$ cat src/rtl/stage3_fc_sequencer.sv
// rtl/stage3_fc_sequencer.sv - frame sequencer in front of the stage-3 FC1 accumulator datapath
//
// Collects N_POS pooled beats (one maxpool frame), replays them to the FC datapath one per
// cycle together with the weight index, waits for the accumulated result and hands it
// downstream over a valid/ready handshake.
//
// Optional feature macro: STAGE3_FC_DBLBUF_EN (ping/pong frame buffers, filling overlaps
// ISSUE/WAIT/HOLD). Undefined: single frame buffer, no overlap.
//
// Ports:
//   clk, reset_n                    clock (rising edge), asynchronous active-low reset
//   i_in_valid, i_in_pooling        pooled beat in (ch0 in LSBs)
//   o_in_ready                      beat accepted this cycle when high with i_in_valid
//   o_fc_clear                      one-cycle clear of the datapath accumulator
//   o_fc_valid, o_fc_data, o_fc_widx  replayed beat and its weight index
//   i_fc_done, i_fc_acc             datapath result pulse and accumulated value
//   o_ot_valid, i_ot_ready, o_ot_acc  downstream result handshake
//   o_busy                          FSM not idle
//   o_err_timeout, o_err_spur       sticky error flags (cleared by reset only)
module stage3_fc_sequencer #(
    parameter int CH       = 3,
    parameter int DW       = 34,
    parameter int N_POS    = 16,
    parameter int ACC_CO   = 3,
    parameter int ACC_BW   = 48,
    parameter int WAIT_MAX = 64
) (
    input  logic                           clk,
    input  logic                           reset_n,
    input  logic                           i_in_valid,
    input  logic [CH*DW-1:0]               i_in_pooling,
    output logic                           o_in_ready,
    output logic                           o_fc_clear,
    output logic                           o_fc_valid,
    output logic [CH*DW-1:0]               o_fc_data,
    output logic [$clog2(N_POS)-1:0]       o_fc_widx,
    input  logic                           i_fc_done,
    input  logic [ACC_CO*ACC_BW-1:0]       i_fc_acc,
    output logic                           o_ot_valid,
    input  logic                           i_ot_ready,
    output logic [ACC_CO*ACC_BW-1:0]       o_ot_acc,
    output logic                           o_busy,
    output logic                           o_err_timeout,
    output logic                           o_err_spur
);

    localparam int IW = $clog2(N_POS);
    localparam int BW = CH * DW;
    localparam int TW = $clog2(WAIT_MAX + 1);
`ifdef STAGE3_FC_DBLBUF_EN
    localparam int NBUF = 2;
`else
    localparam int NBUF = 1;
`endif
    localparam int MW = $clog2(NBUF * N_POS);

    typedef enum logic [2:0] {
        S_IDLE  = 3'd0,
        S_FILL  = 3'd1,
        S_CLR   = 3'd2,
        S_ISSUE = 3'd3,
        S_WAIT  = 3'd4,
        S_HOLD  = 3'd5
    } state_t;

    state_t         state, state_d, after_frame;
    logic [IW-1:0]  fill_cnt, fill_cnt_d;
    logic [IW-1:0]  issue_cnt, issue_cnt_d;
    logic [TW-1:0]  tmo_cnt, tmo_cnt_d;
    logic [BW-1:0]  buf_mem [NBUF*N_POS];
    logic [MW-1:0]  wr_addr, rd_addr;

    logic           accept;
    logic           frame_in;
    logic           timeout_hit;
    logic           acc_load;

    logic           in_ready_d;
    logic           fc_valid_d;
    logic [BW-1:0]  fc_data_d;
    logic [IW-1:0]  fc_widx_d;

    assign accept      = i_in_valid & o_in_ready;
    assign frame_in    = accept && (fill_cnt == IW'(N_POS - 1));
    // done has priority over the timeout in the final WAIT cycle
    assign timeout_hit = (state == S_WAIT) && !i_fc_done && (tmo_cnt == TW'(WAIT_MAX - 1));

`ifdef STAGE3_FC_DBLBUF_EN
    // wr_sel: buffer being filled; rd_sel: buffer being issued / awaiting its result
    logic       wr_sel, wr_sel_d;
    logic       rd_sel, rd_sel_d;
    logic [1:0] full, full_d;
    logic       frame_release;

    assign frame_release = ((state == S_HOLD) && i_ot_ready) || timeout_hit;
    assign wr_addr       = {wr_sel, fill_cnt};
    assign rd_addr       = {rd_sel, issue_cnt_d};

    // While a frame is in flight the filler can only be writing the other buffer, so a
    // frame completing in the release cycle is the one that becomes pending.
    always_comb begin
        after_frame = S_IDLE;
        if (full[~rd_sel] || frame_in) begin
            after_frame = S_CLR;
        end else if (fill_cnt_d != '0) begin
            after_frame = S_FILL;
        end
    end

    always_comb begin
        full_d   = full;
        wr_sel_d = wr_sel;
        rd_sel_d = rd_sel;
        if (frame_in) begin
            full_d[wr_sel] = 1'b1;
            wr_sel_d       = ~wr_sel;
        end
        if (frame_release) begin
            full_d[rd_sel] = 1'b0;
            rd_sel_d       = ~rd_sel;
        end
        in_ready_d = ~full_d[wr_sel_d];
    end

    always_ff @(posedge clk or negedge reset_n) begin
        if (!reset_n) begin
            wr_sel <= 1'b0;
            rd_sel <= 1'b0;
            full   <= 2'b00;
        end else begin
            wr_sel <= wr_sel_d;
            rd_sel <= rd_sel_d;
            full   <= full_d;
        end
    end
`else
    assign wr_addr     = fill_cnt;
    assign rd_addr     = issue_cnt_d;
    assign after_frame = S_IDLE;
    assign in_ready_d  = (state_d == S_IDLE) || (state_d == S_FILL);
`endif

    // Next-state and counter logic
    always_comb begin
        state_d     = state;
        fill_cnt_d  = fill_cnt;
        issue_cnt_d = issue_cnt;
        tmo_cnt_d   = tmo_cnt;
        acc_load    = 1'b0;

        if (accept) begin
            fill_cnt_d = frame_in ? '0 : fill_cnt + 1'b1;
        end

        case (state)
            S_IDLE, S_FILL: begin
                if (frame_in) begin
                    state_d = S_CLR;
                end else if (accept) begin
                    state_d = S_FILL;
                end
            end
            S_CLR: begin
                state_d     = S_ISSUE;
                issue_cnt_d = '0;
            end
            S_ISSUE: begin
                if (issue_cnt == IW'(N_POS - 1)) begin
                    state_d     = S_WAIT;
                    issue_cnt_d = '0;
                    tmo_cnt_d   = '0;
                end else begin
                    issue_cnt_d = issue_cnt + 1'b1;
                end
            end
            S_WAIT: begin
                if (i_fc_done) begin
                    state_d   = S_HOLD;
                    acc_load  = 1'b1;
                    tmo_cnt_d = '0;
                end else if (timeout_hit) begin
                    state_d   = after_frame;
                    tmo_cnt_d = '0;
                end else begin
                    tmo_cnt_d = tmo_cnt + 1'b1;
                end
            end
            S_HOLD: begin
                if (i_ot_ready) begin
                    state_d = after_frame;
                end
            end
            default: begin
                state_d = S_IDLE;
            end
        endcase
    end

    // Outputs are registered from the next state so they line up with the state they describe
    always_comb begin
        fc_valid_d = (state_d == S_ISSUE);
        fc_data_d  = fc_valid_d ? buf_mem[rd_addr] : '0;
        fc_widx_d  = fc_valid_d ? issue_cnt_d : '0;
    end

    always_ff @(posedge clk) begin
        if (accept) begin
            buf_mem[wr_addr] <= i_in_pooling;
        end
    end

    always_ff @(posedge clk or negedge reset_n) begin
        if (!reset_n) begin
            state         <= S_IDLE;
            fill_cnt      <= '0;
            issue_cnt     <= '0;
            tmo_cnt       <= '0;
            o_in_ready    <= 1'b0;
            o_fc_clear    <= 1'b0;
            o_fc_valid    <= 1'b0;
            o_fc_data     <= '0;
            o_fc_widx     <= '0;
            o_ot_valid    <= 1'b0;
            o_ot_acc      <= '0;
            o_busy        <= 1'b0;
            o_err_timeout <= 1'b0;
            o_err_spur    <= 1'b0;
        end else begin
            state      <= state_d;
            fill_cnt   <= fill_cnt_d;
            issue_cnt  <= issue_cnt_d;
            tmo_cnt    <= tmo_cnt_d;
            o_in_ready <= in_ready_d;
            o_fc_clear <= (state_d == S_CLR);
            o_fc_valid <= fc_valid_d;
            o_fc_data  <= fc_data_d;
            o_fc_widx  <= fc_widx_d;
            o_ot_valid <= (state_d == S_HOLD);
            o_busy     <= (state_d != S_IDLE);
            if (acc_load) begin
                o_ot_acc <= i_fc_acc;
            end
            if (timeout_hit) begin
                o_err_timeout <= 1'b1;
            end
            if (i_fc_done && (state != S_WAIT)) begin
                o_err_spur <= 1'b1;
            end
        end
    end

endmodule
$ cat config.mk
export PLATFORM = sky130hd
export DESIGN_NAME = stage3_fc_sequencer
export DESIGN_NICKNAME = d
export VERILOG_FILES = /design/src/rtl/stage3_fc_sequencer.sv
export SDC_FILE = /design/constraint.sdc
export NUM_CORES = 2
export LEC_CHECK = 0
export CAP_MARGIN = 0
export CORE_AREA = 5 5 347 349
export DETAILED_ROUTE_END_ITERATION = 8
export DIE_AREA = 0 0 352 354
export PLACE_DENSITY = 0.8
export SYNTH_ARGS = -nofsm -noshare
export SYNTH_HDL_FRONTEND = slang
export SYNTH_SLANG_ARGS = --single-unit
$ cat constraint.sdc
create_clock -name clk -period 7.5 [get_ports clk]
set_clock_uncertainty 0.15 [all_clocks]
set_input_delay 1.875 -clock clk [delete_from_list [all_inputs] [get_ports clk]]
set_output_delay 1.875 -clock clk [all_outputs]
set_load 0.01 [all_outputs]
==> impl_metrics.csv <==
group,metric,value,unit
run_status,run_status,"finished clean",
pwr,p_seq_frac,0.495,
hold_path,whs_path_depth,1,
clock_tree,h-tree-depth,4,
global_routing,antenna_found_initial,26,
synth,syn_nets,4454,
clock_tree,cts_buffers,181,
clock_tree,clk_path_buf_depth,3,
drt,first_pass_iters,6,
critical_path,cp_slowest_stage_delay,0.87,ns
drt,vias,41174,
synth,yosysTopAreaCell,"edfxtp_1",
clock_tree,cts_root_buf,"clkbuf_16",
sta,slew_viol_final,0,
hold_path,hold_end,"o_err_timeout",
synth,synth_xor_area_frac,0.0002474,
global_routing,grt_use_met3,0.07542,
synth,yosys.area_share.simple,0.04313,
synth,synth_area,0.07081,sq mm
sta,period_share,0.6122,
drt,wl_per_cell,29.37,um
critical_path,cp_max_fo,37,
global_routing,grt-busiest-layer,"met2",
pwr,intPower,19560,uW
layout,area_growth,18.04,%
sta,period_minus_slack,4.592,ns
synth,synth_top_family_by_area,"compound AO/OA/AOI/OAI gates",
critical_path,worstPathArrival,4.87,ns
layout,nets,4932,
placed_design,place.gp.congestion,1.000,
sta,fmax,0.2178,GHz
sta,hold_violations,0,
synth,synth_fa_ha_area_frac,0.001060,
layout,layout_commonest_cell,"edfxtp_1",
floorplan,io_pins,508,
global_routing,grtUsageTotal,0.2966,
global_routing,use_met2,0.4961,
floorplan,num_rows,126,
sta,tns,0,ns
global_routing,grt_pass1_vias,41283,
critical_path,critical-path-top-delay-family,"simple AND/OR/NAND/NOR gates",
drt,drt_iter0_markers,4681,
drt,ant_nets,0,
pwr,p_per_area,312.1,mW/mm^2
drt,via_per_inst,6.458,
critical_path,r2r_end,"o_fc_data[63]",
synth,ys_types,50,
synth,ys_ff_latch,1907,
synth,async_flop_share,0.1442,
flow_run,cap_violations,0,
floorplan,core-area,0.1171,sq mm
layout,layout-drive-gt1-share,0.1053,
global_routing,grt-ovfl-total,0,
sta,max_slew_margin,0.2112,
placed_design,post-dp-hpwl,104100,um
synth,syn_area_per_cell,16.87,sq um
pwr,ir_worst_vdd,255.5,uV
critical_path,cp_cell_sequence,"clkdlybuf4s50_1, nand2_1, nor3b_1, and2_4, buf_4",
critical_path,rr_worst_depth,8,
hold_path,hp-start,"o_err_timeout",
critical_path,path_buf_inv,2,
clock_tree,cts_tree,"done",
global_routing,grt_use_met1,0.3752,
floorplan,die_x,352,um
critical_path,crit_path_top_delay_cell,"and2_4",
pwr,p_sw,6524,uW
sta,setup_viol,0,
clock_tree,cts_sinks,1907,
hold_path,min_path_type,"reg2reg",
synth,synth_cells,4197,
global_routing,grt_max_degree,160,
floorplan,die-area,0.1246,sq mm
clock_tree,clkLatencyLatePin,0.81,ns
pwr,p_sw_frac,0.2501,
clock_tree,ctsResizeCount,0,
sta,hold_ws,0.3191,ns
floorplan,die_h,354,um
synth,synthMuxAreaShare,0.06632,
synth,synth_ff_type,"edfxtp_1",
critical_path,reg2reg_slack,2.93,ns
global_routing,grt_pass1_wl,274800,um
placed_design,port_buffers,507,
critical_path,rr_startpoint,"issue_cnt[0]",
pwr,pwr-share-comb,0.145,
synth,yosys_warnings,0,
sta,grt_setup_unrepaired,"no",
critical_path,worstSetupPathType,"in2reg",
synth,ys_seq_area_frac,0.7893,
pwr,clkPwrFrac,0.359,
drt,drc_errors,0,
clock_tree,postCtsHoldBufs,0,
clock_tree,cts_setup_buffers,0,
synth,synth_top_area_share,0.6921,
synth,synth_compound_area_frac,0.08284,
clock_tree,clk_pin_slew_worst_paths,0.06,ns
layout,final_cell_mix,"edfxtp_1, clkdlybuf4s50_1, nand2_1",
layout,n_fill_cell,6926,
floorplan,start_util,0.6045,
critical_path,end_kind,"register",
critical_path,cp.required,7.78,ns
critical_path,start_kind,"input pin",
sta,tightest_slew,1.180,ns
drt,drt-total-wl,187200,um
synth,synth_edf_count,1632,
synth,synth_area_leaders,"edfxtp_1, dfrtp_1, mux2i_1",
pwr,p_leak,0.02788,uW
==> how the worst max path moves through the flow <==
stage                      start              end  slack [ns]  cells past startpoint
floorplan             i_in_valid           o_busy        2.08                      4
global placement      i_in_valid  buf_mem[10][15]        2.45                      5
detailed placement    i_in_valid  buf_mem[10][15]        2.23                      5
CTS                 issue_cnt[0]    o_fc_data[63]        3.01                      8
global route        issue_cnt[0]    o_fc_data[63]        2.72                      8
finish                i_in_valid  buf_mem[10][23]        2.91                      5
==> layer usage <==
metal	vias up	part of all wire
li1	17467	-
met1	20673	0.35
met2	2588	0.50
met3	414	0.10
met4	32	0.042
met5	-	0.0012
==> registers in the layout, indices dropped and copies added, names as in the netlist, 3 cells and up <==
register / flops
o_fc_data: 102
issue_cnt: 4
fill_cnt: 4
o_ot_acc: 144
state: 3
o_fc_widx: 4
buf_mem: 1632
tmo_cnt: 7
==> Yosys cell counts, types with 2 or more instances <==
library cell / count
edfxtp_1: 1632
nand2_1: 423
mux2i_1: 306
dfrtp_1: 275
a21oi_1: 211
nor3_1: 209
o22ai_1: 202
mux2_2: 145
clkbuf_1: 135
buf_2: 114
o21ai_0: 114
a22o_1: 103
a221o_1: 102
a221oi_1: 102
nor2_1: 16
and2_1: 15
buf_1: 10
nand3_1: 10
and3_1: 8
buf_4: 7
ha_1: 6
nand2b_1: 6
inv_1: 5
a21o_1: 4
a31oi_1: 3
inv_2: 3
nor3b_1: 3
nor2_2: 2
o31ai_1: 2
o32ai_1: 2
o41ai_1: 2
or3_1: 2
==> cell families after synthesis <==
logic type | after synthesis
adder cells (fa/ha/maj) | 6
buffers and inverters | 275
AO/OA/AOI/OAI | 853
multiplexers | 451
AND/OR/NAND/NOR | 703
flip-flops | 1907
XOR/XNOR | 2
==> layout make-up <==
type	instances	area [sq um]	area share
Clock buffer	255	5151	0.06163
Tap cell	1536	1922	0.02299
Clock inverter	85	1018	0.01219
Timing Repair Buffer	562	5680	0.06796
Inverter	8	40.04	0.0004790
Multi-Input combinational cell	2015	13860	0.1658
Sequential cell	1907	55890	0.6687
Antenna cell	8	20.02	0.0002395
==> power groups by stage <==
stage	logic (uW)	clock network, uW	registers [uW]
after floorplan	1640	0	13200
after global placement	3710	0	13100
after detailed placement	3770	0	13100
after CTS	3800	9450	12900
after global routing	3970	9930	13000
final	3790	9380	12900
==> through the flow <==
stage	utilization	total power, uW	instance area (sq um)	setup slack (ns)	std cells
2_1_floorplan	-	14870	70810	2.075	4197
3_3_place_gp	0.6607	16810	77390	2.449	6028
3_5_place_dp	0.6607	16910	77390	2.229	6028
4_1_cts	0.7134	26180	83560	3.005	6368
5_1_grt	0.7134	26890	83570	2.717	6371
6_report	0.7135	26090	83580	2.908	6376
(Power assumes the default switching activity.)
